[config.mk]
export PLATFORM = sky130hd
export DESIGN_NAME = vga_timing_multi_flat
export DESIGN_NICKNAME = d
export VERILOG_FILES = /design/src/rtl/vga_pkg.sv /design/src/rtl/vga_if.sv /design/src/rtl/vga_mode_lut.sv /design/src/rtl/vga_timing_multi.sv /design/src/flat_wrapper.sv
export SDC_FILE = /design/constraint.sdc
export NUM_CORES = 1
export LEC_CHECK = 0
export BUFFER_PORTS_ARGS = -buffer_cell sky130_fd_sc_hd__buf_2
export CORE_MARGIN = 2
export CORE_UTILIZATION = 40
export CTS_CLUSTER_DIAMETER = 30
export DETAILED_ROUTE_END_ITERATION = 16
export GPL_TIMING_DRIVEN = 0
export HOLD_SLACK_MARGIN = 0.08
export MAX_ROUTING_LAYER = met4
export PLACE_DENSITY = 0.7
export SYNTH_ARGS = -nofsm -noshare
export SYNTH_HDL_FRONTEND = slang
export SYNTH_SLANG_ARGS = --single-unit
[constraint.sdc]
create_clock -name clk -period 3.65 [get_ports clk]
set_input_delay 0.5475 -clock clk [delete_from_list [all_inputs] [get_ports clk]]
set_output_delay 0.5475 -clock clk [all_outputs]
set_load 0.01 [all_outputs]
[src/rtl/vga_pkg.sv]
// Shared timing constants, mode encoding and the per-mode timing record.
// Every horizontal/vertical range is inclusive. Each blanking interval runs from
// its begin value to TOTAL-1, so only the begin value is stored.
package vga_pkg;

    typedef enum logic [1:0] {
        MODE_640  = 2'd0,
        MODE_800  = 2'd1,
        MODE_1024 = 2'd2,
        MODE_RSVD = 2'd3
    } mode_t;

    localparam int TW = 11;

    // 640x480
    localparam int M0_HTOTAL = 800;
    localparam int M0_HS_BEG = 656;
    localparam int M0_HS_END = 751;
    localparam int M0_HB_BEG = 640;
    localparam int M0_VTOTAL = 525;
    localparam int M0_VS_BEG = 490;
    localparam int M0_VS_END = 491;
    localparam int M0_VB_BEG = 480;

    // 800x600
    localparam int M1_HTOTAL = 1056;
    localparam int M1_HS_BEG = 840;
    localparam int M1_HS_END = 967;
    localparam int M1_HB_BEG = 800;
    localparam int M1_VTOTAL = 628;
    localparam int M1_VS_BEG = 601;
    localparam int M1_VS_END = 604;
    localparam int M1_VB_BEG = 600;

    // 1024x768
    localparam int M2_HTOTAL = 1344;
    localparam int M2_HS_BEG = 1048;
    localparam int M2_HS_END = 1183;
    localparam int M2_HB_BEG = 1024;
    localparam int M2_VTOTAL = 806;
    localparam int M2_VS_BEG = 771;
    localparam int M2_VS_END = 776;
    localparam int M2_VB_BEG = 768;

    typedef struct packed {
        logic [TW-1:0] htotal;
        logic [TW-1:0] hs_beg;
        logic [TW-1:0] hs_end;
        logic [TW-1:0] hb_beg;
        logic [TW-1:0] vtotal;
        logic [TW-1:0] vs_beg;
        logic [TW-1:0] vs_end;
        logic [TW-1:0] vb_beg;
    } timing_t;

    // The reserved encoding is generated as 1024x768.
    function automatic mode_t mode_clamp(input logic [1:0] m);
        return (m == MODE_RSVD) ? MODE_1024 : mode_t'(m);
    endfunction

endpackage

[src/rtl/vga_if.sv]
// Timing bundle: pixel/line counters plus the sync and blank flags.
// Combinational wiring only, so it adds no latency.
// There is no handshake: the source drives the bundle continuously.
interface vga_if #(
    parameter int W = 11
);
    logic [W-1:0] hcount;
    logic [W-1:0] vcount;
    logic         hsync;
    logic         hblnk;
    logic         vsync;
    logic         vblnk;

    modport src (output hcount, vcount, hsync, hblnk, vsync, vblnk);
    modport snk (input  hcount, vcount, hsync, hblnk, vsync, vblnk);
endinterface

[src/rtl/vga_mode_lut.sv]
// Maps a video mode to its timing record.
// Purely combinational, with zero latency.
// There is no handshake.
// Ports: mode (in, mode_t) -> tim (out, timing_t).
module vga_mode_lut
    import vga_pkg::*;
(
    input  mode_t   mode,
    output timing_t tim
);

    always_comb begin
        tim = '{TW'(M2_HTOTAL), TW'(M2_HS_BEG), TW'(M2_HS_END), TW'(M2_HB_BEG),
                TW'(M2_VTOTAL), TW'(M2_VS_BEG), TW'(M2_VS_END), TW'(M2_VB_BEG)};
        case (mode)
            MODE_640:  tim = '{TW'(M0_HTOTAL), TW'(M0_HS_BEG), TW'(M0_HS_END), TW'(M0_HB_BEG),
                               TW'(M0_VTOTAL), TW'(M0_VS_BEG), TW'(M0_VS_END), TW'(M0_VB_BEG)};
            MODE_800:  tim = '{TW'(M1_HTOTAL), TW'(M1_HS_BEG), TW'(M1_HS_END), TW'(M1_HB_BEG),
                               TW'(M1_VTOTAL), TW'(M1_VS_BEG), TW'(M1_VS_END), TW'(M1_VB_BEG)};
            default:   ;
        endcase
    end

endmodule

[src/rtl/vga_timing_multi.sv]
// Multi-mode VGA timing generator. The mode is latched only at frame boundaries.
// Counters, flags and pulses are registered together, so they are mutually aligned.
// ce gates every advance: with ce=0 all outputs hold and the pulses drop.
// Ports: clk, rst_n (async, active-low), ce, mode[1:0] in;
//        tim_out (vga_if.src), frame_start, line_start, active_mode[1:0] out.
module vga_timing_multi
    import vga_pkg::*;
#(
    parameter int         CNT_W    = 11,
    parameter logic [1:0] MODE_RST = 2'd2
) (
    input  logic       clk,
    input  logic       rst_n,
    input  logic       ce,
    input  logic [1:0] mode,
    vga_if.src         tim_out,
    output logic       frame_start,
    output logic       line_start,
    output logic [1:0] active_mode
);

    mode_t            mode_q;
    timing_t          tim;
    logic [CNT_W-1:0] hcount_q, vcount_q;
    logic [CNT_W-1:0] h_nxt, v_nxt;
    logic             hsync_q, hblnk_q, vsync_q, vblnk_q;
    logic             h_last, v_last, frame_wrap;
    logic             hs_nxt, hb_nxt, vs_nxt, vb_nxt;

    vga_mode_lut u_lut (
        .mode (mode_q),
        .tim  (tim)
    );

    always_comb begin
        h_last     = (hcount_q == CNT_W'(tim.htotal) - CNT_W'(1));
        v_last     = (vcount_q == CNT_W'(tim.vtotal) - CNT_W'(1));
        frame_wrap = h_last && v_last;
        h_nxt      = h_last ? '0 : hcount_q + CNT_W'(1);
        v_nxt      = vcount_q;
        if (h_last) begin
            v_nxt = v_last ? '0 : vcount_q + CNT_W'(1);
        end
        // Flags are decoded from the next counter values, so each flag register
        // updates together with its counter.
        // At a frame wrap the next position is (0,0). That position lies outside
        // every range in every mode, so using the outgoing mode's table is safe.
        hs_nxt = (h_nxt >= CNT_W'(tim.hs_beg)) && (h_nxt <= CNT_W'(tim.hs_end));
        hb_nxt = (h_nxt >= CNT_W'(tim.hb_beg));
        vs_nxt = (v_nxt >= CNT_W'(tim.vs_beg)) && (v_nxt <= CNT_W'(tim.vs_end));
        vb_nxt = (v_nxt >= CNT_W'(tim.vb_beg));
    end

    always_ff @(posedge clk or negedge rst_n) begin
        if (!rst_n) begin
            hcount_q    <= '0;
            vcount_q    <= '0;
            hsync_q     <= 1'b0;
            hblnk_q     <= 1'b0;
            vsync_q     <= 1'b0;
            vblnk_q     <= 1'b0;
            frame_start <= 1'b0;
            line_start  <= 1'b0;
            mode_q      <= mode_clamp(MODE_RST);
        end else begin
            frame_start <= 1'b0;
            line_start  <= 1'b0;
            if (ce) begin
                hcount_q    <= h_nxt;
                vcount_q    <= v_nxt;
                hsync_q     <= hs_nxt;
                hblnk_q     <= hb_nxt;
                vsync_q     <= vs_nxt;
                vblnk_q     <= vb_nxt;
                line_start  <= h_last;
                frame_start <= frame_wrap;
                if (frame_wrap) begin
                    mode_q <= mode_clamp(mode);
                end
            end
        end
    end

    assign tim_out.hcount = hcount_q;
    assign tim_out.vcount = vcount_q;
    assign tim_out.hsync  = hsync_q;
    assign tim_out.hblnk  = hblnk_q;
    assign tim_out.vsync  = vsync_q;
    assign tim_out.vblnk  = vblnk_q;
    assign active_mode    = mode_q;

endmodule

[src/flat_wrapper.sv]
// flat-port wrapper written by rule: the top's interface ports become plain ports
module vga_timing_multi_flat import vga_pkg::*;
#(
    parameter int         CNT_W    = 11,
    parameter logic [1:0] MODE_RST = 2'd2
)
  (clk, rst_n, ce, mode, frame_start, line_start, active_mode, tim_out_hcount, tim_out_vcount, tim_out_hsync, tim_out_hblnk, tim_out_vsync, tim_out_vblnk);
  vga_if #(.W(11)) tim_out_i ();
  input  logic clk;
  input  logic rst_n;
  input  logic ce;
  input  logic [1:0] mode;
  output logic frame_start;
  output logic line_start;
  output logic [1:0] active_mode;
  output wire logic [$bits(tim_out_i.hcount)-1:0] tim_out_hcount;
  output wire logic [$bits(tim_out_i.vcount)-1:0] tim_out_vcount;
  output wire logic [$bits(tim_out_i.hsync)-1:0] tim_out_hsync;
  output wire logic [$bits(tim_out_i.hblnk)-1:0] tim_out_hblnk;
  output wire logic [$bits(tim_out_i.vsync)-1:0] tim_out_vsync;
  output wire logic [$bits(tim_out_i.vblnk)-1:0] tim_out_vblnk;
  assign tim_out_hcount = tim_out_i.hcount;
  assign tim_out_vcount = tim_out_i.vcount;
  assign tim_out_hsync = tim_out_i.hsync;
  assign tim_out_hblnk = tim_out_i.hblnk;
  assign tim_out_vsync = tim_out_i.vsync;
  assign tim_out_vblnk = tim_out_i.vblnk;
  vga_timing_multi #(.CNT_W(CNT_W), .MODE_RST(MODE_RST)) u_core (.clk(clk), .rst_n(rst_n), .ce(ce), .mode(mode), .tim_out(tim_out_i), .frame_start(frame_start), .line_start(line_start), .active_mode(active_mode));
endmodule
==> flow_results.org, run 1 <==
** Critical path
- Of all nets on the critical path, the largest fanout is 10.
- CP required :: approximately 3800 ps
- The worst setup path is captured at a flip-flop.
- Signal arrival time at the worst endpoint :: roughly 3600 ps
- Setup CP Type :: reg -> reg
- The worst setup path is launched from a flip-flop.

** Placed design
- The congestion estimate from routability-driven global placement came to around 0.93.
- Total instance count after detailed placement :: 387
- Port buffering added 34 buffers.
- Once detailed placement completed, the half-perimeter wirelength came to about 4700 um.

** Clock network
- Clock tree from TritonCTS :: yes
- Inserted Clock Buffers :: 5
- Clock tree synthesis selected as its root buffer the cell clkbuf_8.
- Clock slew at the register clock pins of the worst setup and hold paths :: around 70 ps
- For this design, the CTS-stage hold fixing added 0 buffers.
- Clock latency on the worst-skew pair :: around 290 ps
- CTS saw 30 sinks.
- Counting along the longest clock path gives a buffer depth of 2.
- # H-tree levels :: 2

** STA
- The number of pins exceeding their max-slew limit in the final report came to 0.
- Transition time at the pin with the least slew margin :: roughly 730 ps
- Of the available clock period, the critical path in the final layout requires 0.947.
- Clock period minus worst slack :: around 3500 ps
- Post-route clock skew :: between 7 and 8 ps
- Number of endpoints with negative hold slack in the final report :: 0
- Max Clock Freq :: 0.289 GHz
- Hold timing on the final database bottoms out at a slack of between 200 and 300 ps.
- Setup violations remaining at the end of the flow were counted as 0.
- Headroom to the max-slew limit :: 0.514

** Floorplan
- The die is between 80 and 90 um wide.
- The floorplan has 28 rows.
- IO Count :: 35
- In this run the vertical extent of the chip is between 80 and 90 um.
- For this configuration, the core starts out at a cell density of 0.420.
- Die area :: between 6000 and 7000 um2
- The floorplan step defined a core boundary enclosing 5990 um2.

** GRT
- The number of antenna violations at the first check in global routing came to 0.
- First-pass GRT wire length :: between 10000 and 15000 um
- Global routing usage summed across all routing layers :: 0.195
- Entering global routing, the biggest net connects 31 pins.
- The number of global-route vias before repair is ~2200.
- Sum of overflow across all layers after global routing :: 0

** Synthesis
- Of the total synthesized cell area, the portion taken by full adders, half adders and majority gates is 0.139.
- Synthesized-area fraction occupied by xor and xnor cells :: 0.0731
- Area share of and/or/nand/nor cells after synthesis :: 0.214
- Cell area after technology mapping :: approximately 2500 um2
- Post-Synthesis Mean Instance Area :: slightly above 9 um2
- Portion of the post-synthesis area used by sequential elements :: 0.299
- In this run, synthesis produced a sequential element count of 30.
- The synthesized-area fraction occupied by ao, oa, aoi and oai cells came to 0.174.
- Measured against the total synthesized area, the mux share comes to 0.0577.
- Largest family of logic cells by synthesized area :: simple AND/OR/NAND/NOR gates
- The cell count after synthesis came out at between 200 and 300.
- Net count after synthesis :: roughly 310
- In this run, distinct cell masters in the synthesized netlist total roughly 60.
- Asr flop ratio synth :: 1.00
- EDFF count, synth :: 0
- Count of warnings emitted by yosys :: 0
- Dominant register cell in the synthesized netlist :: dfrtp_1

** Cells and area
- Measured on the finished design, the core utilization comes to 0.491.
- In the final design database the tool counted ~360 nets.
- The number of antenna diodes in the final layout is 0.
- Highest-count cells in the layout ignoring fill and taps :: buf_2 (35), dfrtp_1 (29), ha_1 (27)
- Most common library cell in the layout ignoring fill and taps :: buf_2
- Share of cells above drive strength 1 :: 0.252
- Compared with the post-synthesis result, the final layout area differs by 17.0%.
- Fill cells in the final layout number between 500 and 600.
- Final instance count without filler cells :: 400

** Outcome
- The run finished with clean final reports.

** Detailed routing
- The pre-antenna-repair detailed-routing pass consisted of 4 iterations.
- Summed over all layers, the routed wires come to between 6000 and 7000 um.
- Antenna-violating nets left :: 0
- Via total after detailed routing :: between 2000 and 2500
- After detailed routing, the number of remaining DRC violations is 0.
- In the final routed layout, each cell accounts on average for about 16 um.
- After the first detailed-routing iteration, the DRC count stood at 135.
- Number of vias per cell :: around 5.6

** Pwr
- Leak Pwr :: ~1.4 nW
- Power spread over the standard cell area amounts to approximately 330 nW/um2.
- Worst vdd rail ir drop :: between 200 and 250 uV

** Run
- Max-cap violations in this run came to 0.

** Min path
- The tightest min-delay check is of the in -> async type.
## state kept, by name, indices dropped and copies added, names as in the netlist
signal                 cells
u_core.tim_out.hcount     11
u_core.tim_out.vsync       1
u_core.line_start          1
u_core.tim_out.vcount     11
u_core.tim_out.hblnk       1
u_core.tim_out.vblnk       1
u_core.active_mode         2
u_core.frame_start         1
u_core.tim_out.hsync       1
## where the power goes
group	internal (mW)	switching, mW
clock	0.152	0.135
sequential	0.366	0.0428
combinational	0.122	0.164
total	0.640	0.343
## worst paths after layout
path | startpoint | to | slack (ps) | cells past startpoint
setup / recovery | u_core.active_mode[1]$_DFFE_PN1P_ | u_core.tim_out.vblnk$_DFFE_PN0P_ | 190 | 15
hold / removal | rst_n | u_core.tim_out.hcount[4]$_DFFE_PN0P_ | 290 | 1
setup reg to reg | u_core.active_mode[1]$_DFFE_PN1P_ | u_core.tim_out.vblnk$_DFFE_PN0P_ | 190 | 15
hold reg to reg | u_core.tim_out.vblnk$_DFFE_PN0P_ | u_core.tim_out.vblnk$_DFFE_PN0P_ | 540 | 1
max in group asynchronous | rst_n | u_core.tim_out.vcount[6]$_DFFE_PN0P_ | 2920 | 1
min in group clk | mode[0] | u_core.active_mode[0]$_DFFE_PN0P_ | 500 | 3
## synthesized netlist by cell type, types with 5 or more instances
master	number	share of area
nand3_1	14	0.028
xnor2_1	7	0.024
inv_1	15	0.022
a21oi_1	12	0.024
nand4_1	7	0.017
clkbuf_1	5	0.0075
xor2_1	14	0.049
mux2_2	10	0.045
ha_1	28	0.14
nand2_1	24	0.036
o21ai_0	15	0.030
dfrtp_1	29	0.29
nor2_1	23	0.034
## routing by layer
layer	up-vias	GRT usage	share of wire	routed length, um
li1	1104	-	-	-
met1	1050	0.253	0.48	3030
met2	58	0.312	0.46	2930
met3	8	0.0288	0.045	284
met4	0	0.0611	0.013	82
met5	-	-	0	0
## kinds of logic (layout without fill, tap and decap cells)
group / after synthesis / in the layout
simple gates: 101 / 101
compound gates: 61 / 61
flops: 30 / 30
fa+ha+maj: 28 / 28
buf+inv: 25 / 72
xor+xnor: 21 / 21
mux: 12 / 12
## timing repair
item	CTS	global route
endpoints found under the setup margin	2	2
resized for setup	2	7
pin swaps	0	4
buffers inserted	0	6
## worst max-delay path, cell delays in order (launching register included)
cell and delay [ps]:
dfstp_2 540, buf_6 140, nor2_2 110, a2111oi_4 380, o211a_4 230, buf_6 140, nand4_1 170, xor2_1 190
nor2_1 190, ha_1 290, a21o_1 210, a21oi_4 160, a21oi_1 90, nand2_1 120, nor3_2 60, o32a_1 330
## cell type report
| type | instances | area, um2 | share of cell area |
|---|---|---|---|
| Clock inverter | 1 | 5.00 | 0.00170 |
| Buffer | 8 | 50.0 | 0.0170 |
| Clock buffer | 7 | 86.3 | 0.0293 |
| Multi-Input combinational cell | 223 | 1680 | 0.571 |
| Timing Repair Buffer | 40 | 215 | 0.0731 |
| Tap cell | 75 | 93.8 | 0.0319 |
| Inverter | 16 | 60.1 | 0.0204 |
| Sequential cell | 30 | 752 | 0.256 |
## per-stage QoR
| step | power (mW) | TNS, ps | worst slack (ps) | cell area [um2] |
|---|---|---|---|---|
| after global placement | 0.695 | -86.3 | -72.1 | 2780 |
| after floorplan | 0.612 | 0 | 392 | 2520 |
| final | 0.983 | 0 | 193 | 2940 |
| after CTS | 0.995 | 0 | 6.89 | 2880 |
| after detailed placement | 0.700 | -165 | -114 | 2780 |
| after global routing | 1.05 | -21.7 | -21.7 | 2940 |
Note: power is estimated with default switching activity, not from simulation.
==> run 2: changes to the inputs <==
Settings changed: BUFFER_PORTS_ARGS -buffer_cell sky130_fd_sc_hd__buf_2 to -buffer_cell sky130_fd_sc_hd__clkbuf_2.
==> run 2 against run 1 <==
Routed wire length grew 2.7%. Clock power shrank 2%. Sequential share of layout area grew 0.16 points. Via count grew 0.77%. Sequential power is essentially flat. Die area is the same. Global-route usage grew 0.064 points.
==> flow_results.org, run 2 (synthesis results as in run 1) <==
** Outcome
- The run finished with clean final reports.

** Critical path
- Counting both buffers and inverters, the worst setup path holds a total of 1.
- For the worst flop-to-flop path, the logic depth is 14.
- Setup crit end kind :: flip-flop
- Startpoint class of the critical path :: flip-flop
- Signal arrival time at the worst endpoint :: around 3600 ps
- In this run the worst path has a maximum fanout of 11.
- Critical path, cell by cell :: buf_6 -> nor2_2 -> a2111oi_4 -> o211a_4 -> nand4_1 -> xor2_1 -> nor2_1 -> ha_1 -> a21o_1 -> a21oi_4 -> a21oi_1 -> nand2_1 -> nor3_2 -> o32a_1
- CP required :: approximately 3800 ps
- Largest delay contributor family on the critical path :: compound AO/OA/AOI/OAI gates
- Cell count along the critical path :: 14
- Setup CP Type :: reg -> reg
- Slowest cell on the critical path :: dfstp_2
- The largest single stage delay on the critical path is 540 ps.

** Cells and area
- Post-route cell area :: about 3000 um2
- Measured on the finished design, the core utilization comes to 0.488.
- For this run, the post-layout net count is between 300 and 400.
- In the layout the commonest cells are clkbuf_2 (34), dfrtp_1 (29), ha_1 (27).
- Most common library cell in the layout ignoring fill and taps :: clkbuf_2
- Synthesis-to-finish area growth :: 16.2%
- 0 antenna diodes ended up in the layout.
- Share of cells above drive strength 1 :: 0.248

** STA
- The number of hold violations in the final report is 0.
- The worst path in the final design needs a cycle of roughly 3400 ps, including I/O delays and setup.
- Tightest hold margin :: around 330 ps
- The worst pin sits at a relative slew slack of 0.484.
- Max Clock Freq :: a little under 0.3 GHz
- Transition time at the pin with the least slew margin :: ~770 ps
- Final Max Slew Viols :: 0
- Fraction of the cycle the final worst path needs :: 0.943
- Final setup violating endpoints :: 0
- Across the routed clock network, the largest skew measured is approximately 7.7 ps.

** Floorplan
- The region available for standard cell placement spans about 6000 um2.
- Floorplan row count :: 28
- Pin placement for this block handled 35 I/O pins.
- Width of the chip :: 83.3 um
- The floorplan step defined a die boundary enclosing roughly 7000 um2.
- Die Y-Extent :: roughly 83 um
- Initial Utilization :: 0.420

** Min path
- Worst Hold Class :: in -> async

** Placed design
- Once placement finished, the instance area stood at around 2800 um2.
- Hpwl dp :: between 4000 and 5000 um
- Final estimated routing congestion in global placement :: around 0.93
- Port buffering added 34 buffers.

** Detailed routing
- The detail route stage leaves a number of antenna-violating nets equal to 0.
- For this run, design rule violations remaining after detail routing come to 0.
- Drt pass-1 iters :: 4
- The routed design has between 6000 and 7000 um of wire.
- Via total after detailed routing :: between 2000 and 2500
- Average wire length per cell after detail routing :: ~16 um
- Starting DRC count in detailed routing :: 208
- Dividing the detail-routed via count by the number of cells gives roughly 5.6.

** Clock network
- Clock tree root buffer cell :: clkbuf_8
- Maximum root-to-sink buffer count :: 2
- # hold bufs at CTS :: 0
- TritonCTS built the clock tree.
- The clock net in this run drives a total of 30 sinks.
- Inserted Clock Buffers :: 5
- At the later pin of the worst-skew pair, clock insertion delay measures 280 ps.
- # H-tree levels :: 2
- After clock tree synthesis, the clock-pin slew on the worst setup and hold paths is roughly 70 ps.

** Pwr
- Power per cell area :: 336 nW/um2
- Leak Pwr :: approximately 1.4 nW
- Worst vdd rail ir drop :: 228 uV

** Run
- Number of maximum-capacitance constraint violations :: 0

** GRT
- Global routing usage summed across all routing layers :: 0.195
- Pin count of the biggest net entering global routing :: 31
- The number of global-route vias before repair came to 2221.
- The number of antenna violations at the first check in global routing was 0.
- First-pass GRT wire length :: 10800 um
- Sum of overflow across all layers after global routing :: 0
==> run 2: cell count changes in the layout (fill, tap and decap cells not counted) <==
cell | previous run | this run
buf_2 | 35 | 1
buf_4 | 7 | 5
buf_6 | 2 | 1
clkbuf_2 | 0 | 34
xor2_1 | 14 | 13
xor2_2 | 0 | 1
==> run 2: metrics by stage <==
step	total power [mW]	setup WS [ps]	setup TNS, ps	instances
detailed placement	0.702	-119	-182	387
CTS	0.992	0.569	0	395
floorplan	0.612	392	0	278
global route	1.05	-20.4	-27.8	397
finish	0.982	207	0	397
global placement	0.696	-76.5	-95.0	387
==> run 2: final timing paths <==
kind                                                    from  slack, ps                                   end
hold / removal                                         rst_n        330  u_core.tim_out.hcount[2]$_DFFE_PN0P_
min in group clk                                     mode[0]        500     u_core.active_mode[0]$_DFFE_PN0P_
hold reg to reg             u_core.tim_out.vblnk$_DFFE_PN0P_        540      u_core.tim_out.vblnk$_DFFE_PN0P_
max in group asynchronous                              rst_n       2820  u_core.tim_out.vcount[6]$_DFFE_PN0P_
setup / recovery           u_core.active_mode[1]$_DFFE_PN1P_        210      u_core.tim_out.vblnk$_DFFE_PN0P_
setup reg to reg           u_core.active_mode[1]$_DFFE_PN1P_        210      u_core.tim_out.vblnk$_DFFE_PN0P_
==> run 2: final cells by class <==
type / instances / area (um2)
timing repair buffer: 38 / 200
clock buffer: 7 / 86.3
fill: 589 / 3070
tap: 75 / 93.8
sequential: 30 / 752
buffer: 7 / 38.8
clock inverter: 1 / 5.00
inverter: 16 / 60.1
multi-input combinational: 223 / 1690
==> run 2: timing repair <==
item,CTS,global route
endpoints found under the hold margin,0,0
gates resized for setup,1,8
setup buffers,0,4
endpoints found under the setup margin,2,2
pin swaps,0,4
==> run 2: layer usage <==
metal	global-route usage	routed length, um	part of all wire
met4	0.0715	109	0.017
met1	0.262	3060	0.47
met3	0.0268	332	0.051
met5	-	0	0
met2	0.301	2990	0.46
==> run 2: power breakdown <==
group,internal [mW],switching (mW)
logic,0.121,0.167
clock network,0.152,0.130
registers,0.366,0.0464
total,0.639,0.343
==> run 3: changes to the inputs <==
Settings changed: CORE_MARGIN 2 to default, CTS_CLUSTER_DIAMETER 30 to default, HOLD_SLACK_MARGIN 0.08 to default.
==> run 3 against run 2 <==
Non-clock buffer count did not move. First-iteration DRC count up 43%. Total power increased by 0.71%. Largest cell class unchanged. Clock skew about the same. Sequential cell count unchanged. Cell area fell by 0.30%. Critical path depth up 1. Routed wire length down 0.23%. Sequential power shrank 1%. Combinational power rose by 2%. Die area fell by 4.7%. Count of clock-buffer cells in the layout unchanged. Critical endpoint is now u_core.tim_out.vsync$_DFFE_PN0P_.
==> flow_results.org, run 3 (synthesis results as in run 1) <==
** Cells and area
- Post-route cell area :: between 2000 and 3000 um2
- In the layout the commonest cells are clkbuf_2 (34), dfrtp_1 (29), ha_1 (28).
- Core utilization of the finished layout :: 0.487
- The area growth from synthesis to layout is 15.9%.
- Share of cells above drive strength 1 :: 0.242
- The final layout contains 354 nets.
- Leaving out fill and tap cells, the most frequent cell in the layout is clkbuf_2.
- Excluding fillers, the count of instances in the completed layout stands at 397.
- The repair_antennas step left the layout with diodes totalling 0.

** STA
- Number of endpoints with negative hold slack in the final report :: 0
- For the final database, setup skew stands at 7.42 ps.
- Tightest hold margin :: 320 ps
- Setup violations remaining at the end of the flow were counted as 0.
- Final setup slack of the worst path :: approximately 250 ps
- Headroom to the max-slew limit :: 0.480
- The worst path needs about 3400 ps of the cycle, external delays included.
- For the pin with the worst max-slew slack, the measured transition is 780 ps.
- Setup repair after global routing missed its margin :: false
- Dividing the final minimum period by the clock period gives 0.933.
- Max Clock Freq :: between 0.2 and 0.3 GHz
- The number of pins exceeding their max-slew limit in the final report came to 0.
- Total negative slack for setup checks :: 0 ps

** Floorplan
- From left edge to right edge, the die measures 81.3 um.
- The region available for standard cell placement spans 5990 um2.
- Die area :: between 6000 and 7000 um2
- Initial Utilization :: 0.420
- For this design the top-level I/O count stands at 35.
- The floorplan has 28 rows.
- Die Y-Extent :: 81.3 um

** Clock network
- Number of clock sinks :: 30
- Clock tree from TritonCTS :: yes
- Clock tree root buffer cell :: clkbuf_8
- Inserted Clock Buffers :: 5
- In this run the deepest clock path goes through 2 buffers.
- After clock tree synthesis, the clock-pin slew on the worst setup and hold paths is ~70 ps.
- The H-tree was split into 2 levels.
- Clock latency on the worst-skew pair :: between 200 and 300 ps
- # hold bufs at CTS :: 0

** GRT
- For this run the aggregate overflow at the end of global routing stands at 0.
- First-pass GRT wire length :: 10500 um
- Global routing usage summed across all routing layers :: 0.221
- Pin count of the biggest net entering global routing :: 31
- Via count of the first global-routing pass :: 2110
- Antenna violations before repair :: 0

** Detailed routing
- After detailed routing, the number of vias per cell comes to 5.68.
- For this run, design rule violations remaining after detail routing come to 0.
- After detailed routing, the total wire length is 6480 um.
- In this run the remaining antenna-violating nets after routing total 0.
- Drt pass-1 iters :: 4
- For this block, the via count after detailed routing is about 2300.
- After the first detailed-routing iteration, the DRC count stood at around 300.
- Dividing the detail-routed wire length by the instance count gives ~16 um.

** Pwr
- Across the VDD grid, the largest voltage drop is about 260 uV.
- Summed over all cells, the static leakage comes to roughly 1.4 nW.
- Power per cell area :: about 340 nW/um2
- Power, Total :: slightly below 1 mW

** Placed design
- Hpwl dp :: 4780 um
- Final estimated routing congestion in global placement :: between 0.9 and 1
- Total instance count after detailed placement :: between 300 and 400
- During placement, the flow inserted port buffers numbering 34.
- Once placement finished, the instance area stood at ~2800 um2.
- Timing analysis after detailed placement gives a worst setup slack of -79.9 ps.

** Critical path
- The critical path is of the reg -> reg type.
- Along the worst path, the maximum fanout reaches 10.
- Signal arrival time at the worst endpoint :: ~3600 ps
- CP required :: about 3800 ps
- The worst setup path is launched from a flip-flop.
- Setup crit end kind :: flip-flop

** Min path
- The path class of the tightest hold or removal check is in -> async.

** Run
- The tool flagged a number of max-cap violations equal to 0.

** Outcome
- Run status :: completed
[run 3: worst paths after layout]
path / startpoint / to / slack, ps / depth (start not counted)
setup / recovery: u_core.active_mode[1]$_DFFE_PN1P_ / u_core.tim_out.vsync$_DFFE_PN0P_ / 250 / 15
hold / removal: rst_n / u_core.tim_out.hcount[4]$_DFFE_PN0P_ / 320 / 1
setup reg to reg: u_core.active_mode[1]$_DFFE_PN1P_ / u_core.tim_out.vsync$_DFFE_PN0P_ / 250 / 15
hold reg to reg: u_core.tim_out.vblnk$_DFFE_PN0P_ / u_core.tim_out.vblnk$_DFFE_PN0P_ / 530 / 1
max in group asynchronous: rst_n / u_core.tim_out.hcount[7]$_DFFE_PN0P_ / 2820 / 1
min in group clk: mode[1] / u_core.active_mode[1]$_DFFE_PN1P_ / 480 / 3
[run 3: critical path, cell delays in order, from the launching register on]
cell and delay (ps):
dfstp_2 540, buf_6 140, nor2_2 100, a2111oi_4 380, o211ai_1 180, buf_2 220
nor2_2 160, nand3_1 130, xor2_2 180, nor2_1 60, ha_1 290, a21o_1 180
a21oi_1 190, o21ai_0 110, a31o_1 200, a221oi_2 240
[run 3: routing by layer]
layer | track usage | share of wire | vias up
met5 | - | 0 | -
met4 | 0.0768 | 0.017 | 0
met3 | 0.0315 | 0.058 | 10
met2 | 0.343 | 0.46 | 73
met1 | 0.292 | 0.46 | 1075
li1 | - | - | 1098
[run 3: timing repair]
item,in CTS,in global routing
pin swaps,0,6
setup endpoints to repair,2,2
resized for setup,1,5
setup buffers,0,3
[run 3: layout make-up]
cell class / count / area, um2
Buffer: 8 / 40.0
Clock buffer: 7 / 86.3
Clock inverter: 1 / 5.00
Fill cell: 598 / 3080
Inverter: 16 / 60.1
Multi-Input combinational cell: 223 / 1690
Sequential cell: 30 / 752
Tap cell: 75 / 93.8
Timing Repair Buffer: 37 / 193
[run 3: where the power goes]
part,switching (mW),internal [mW]
Sequential,0.0414,0.366
Combinational,0.170,0.124
Clock,0.136,0.152
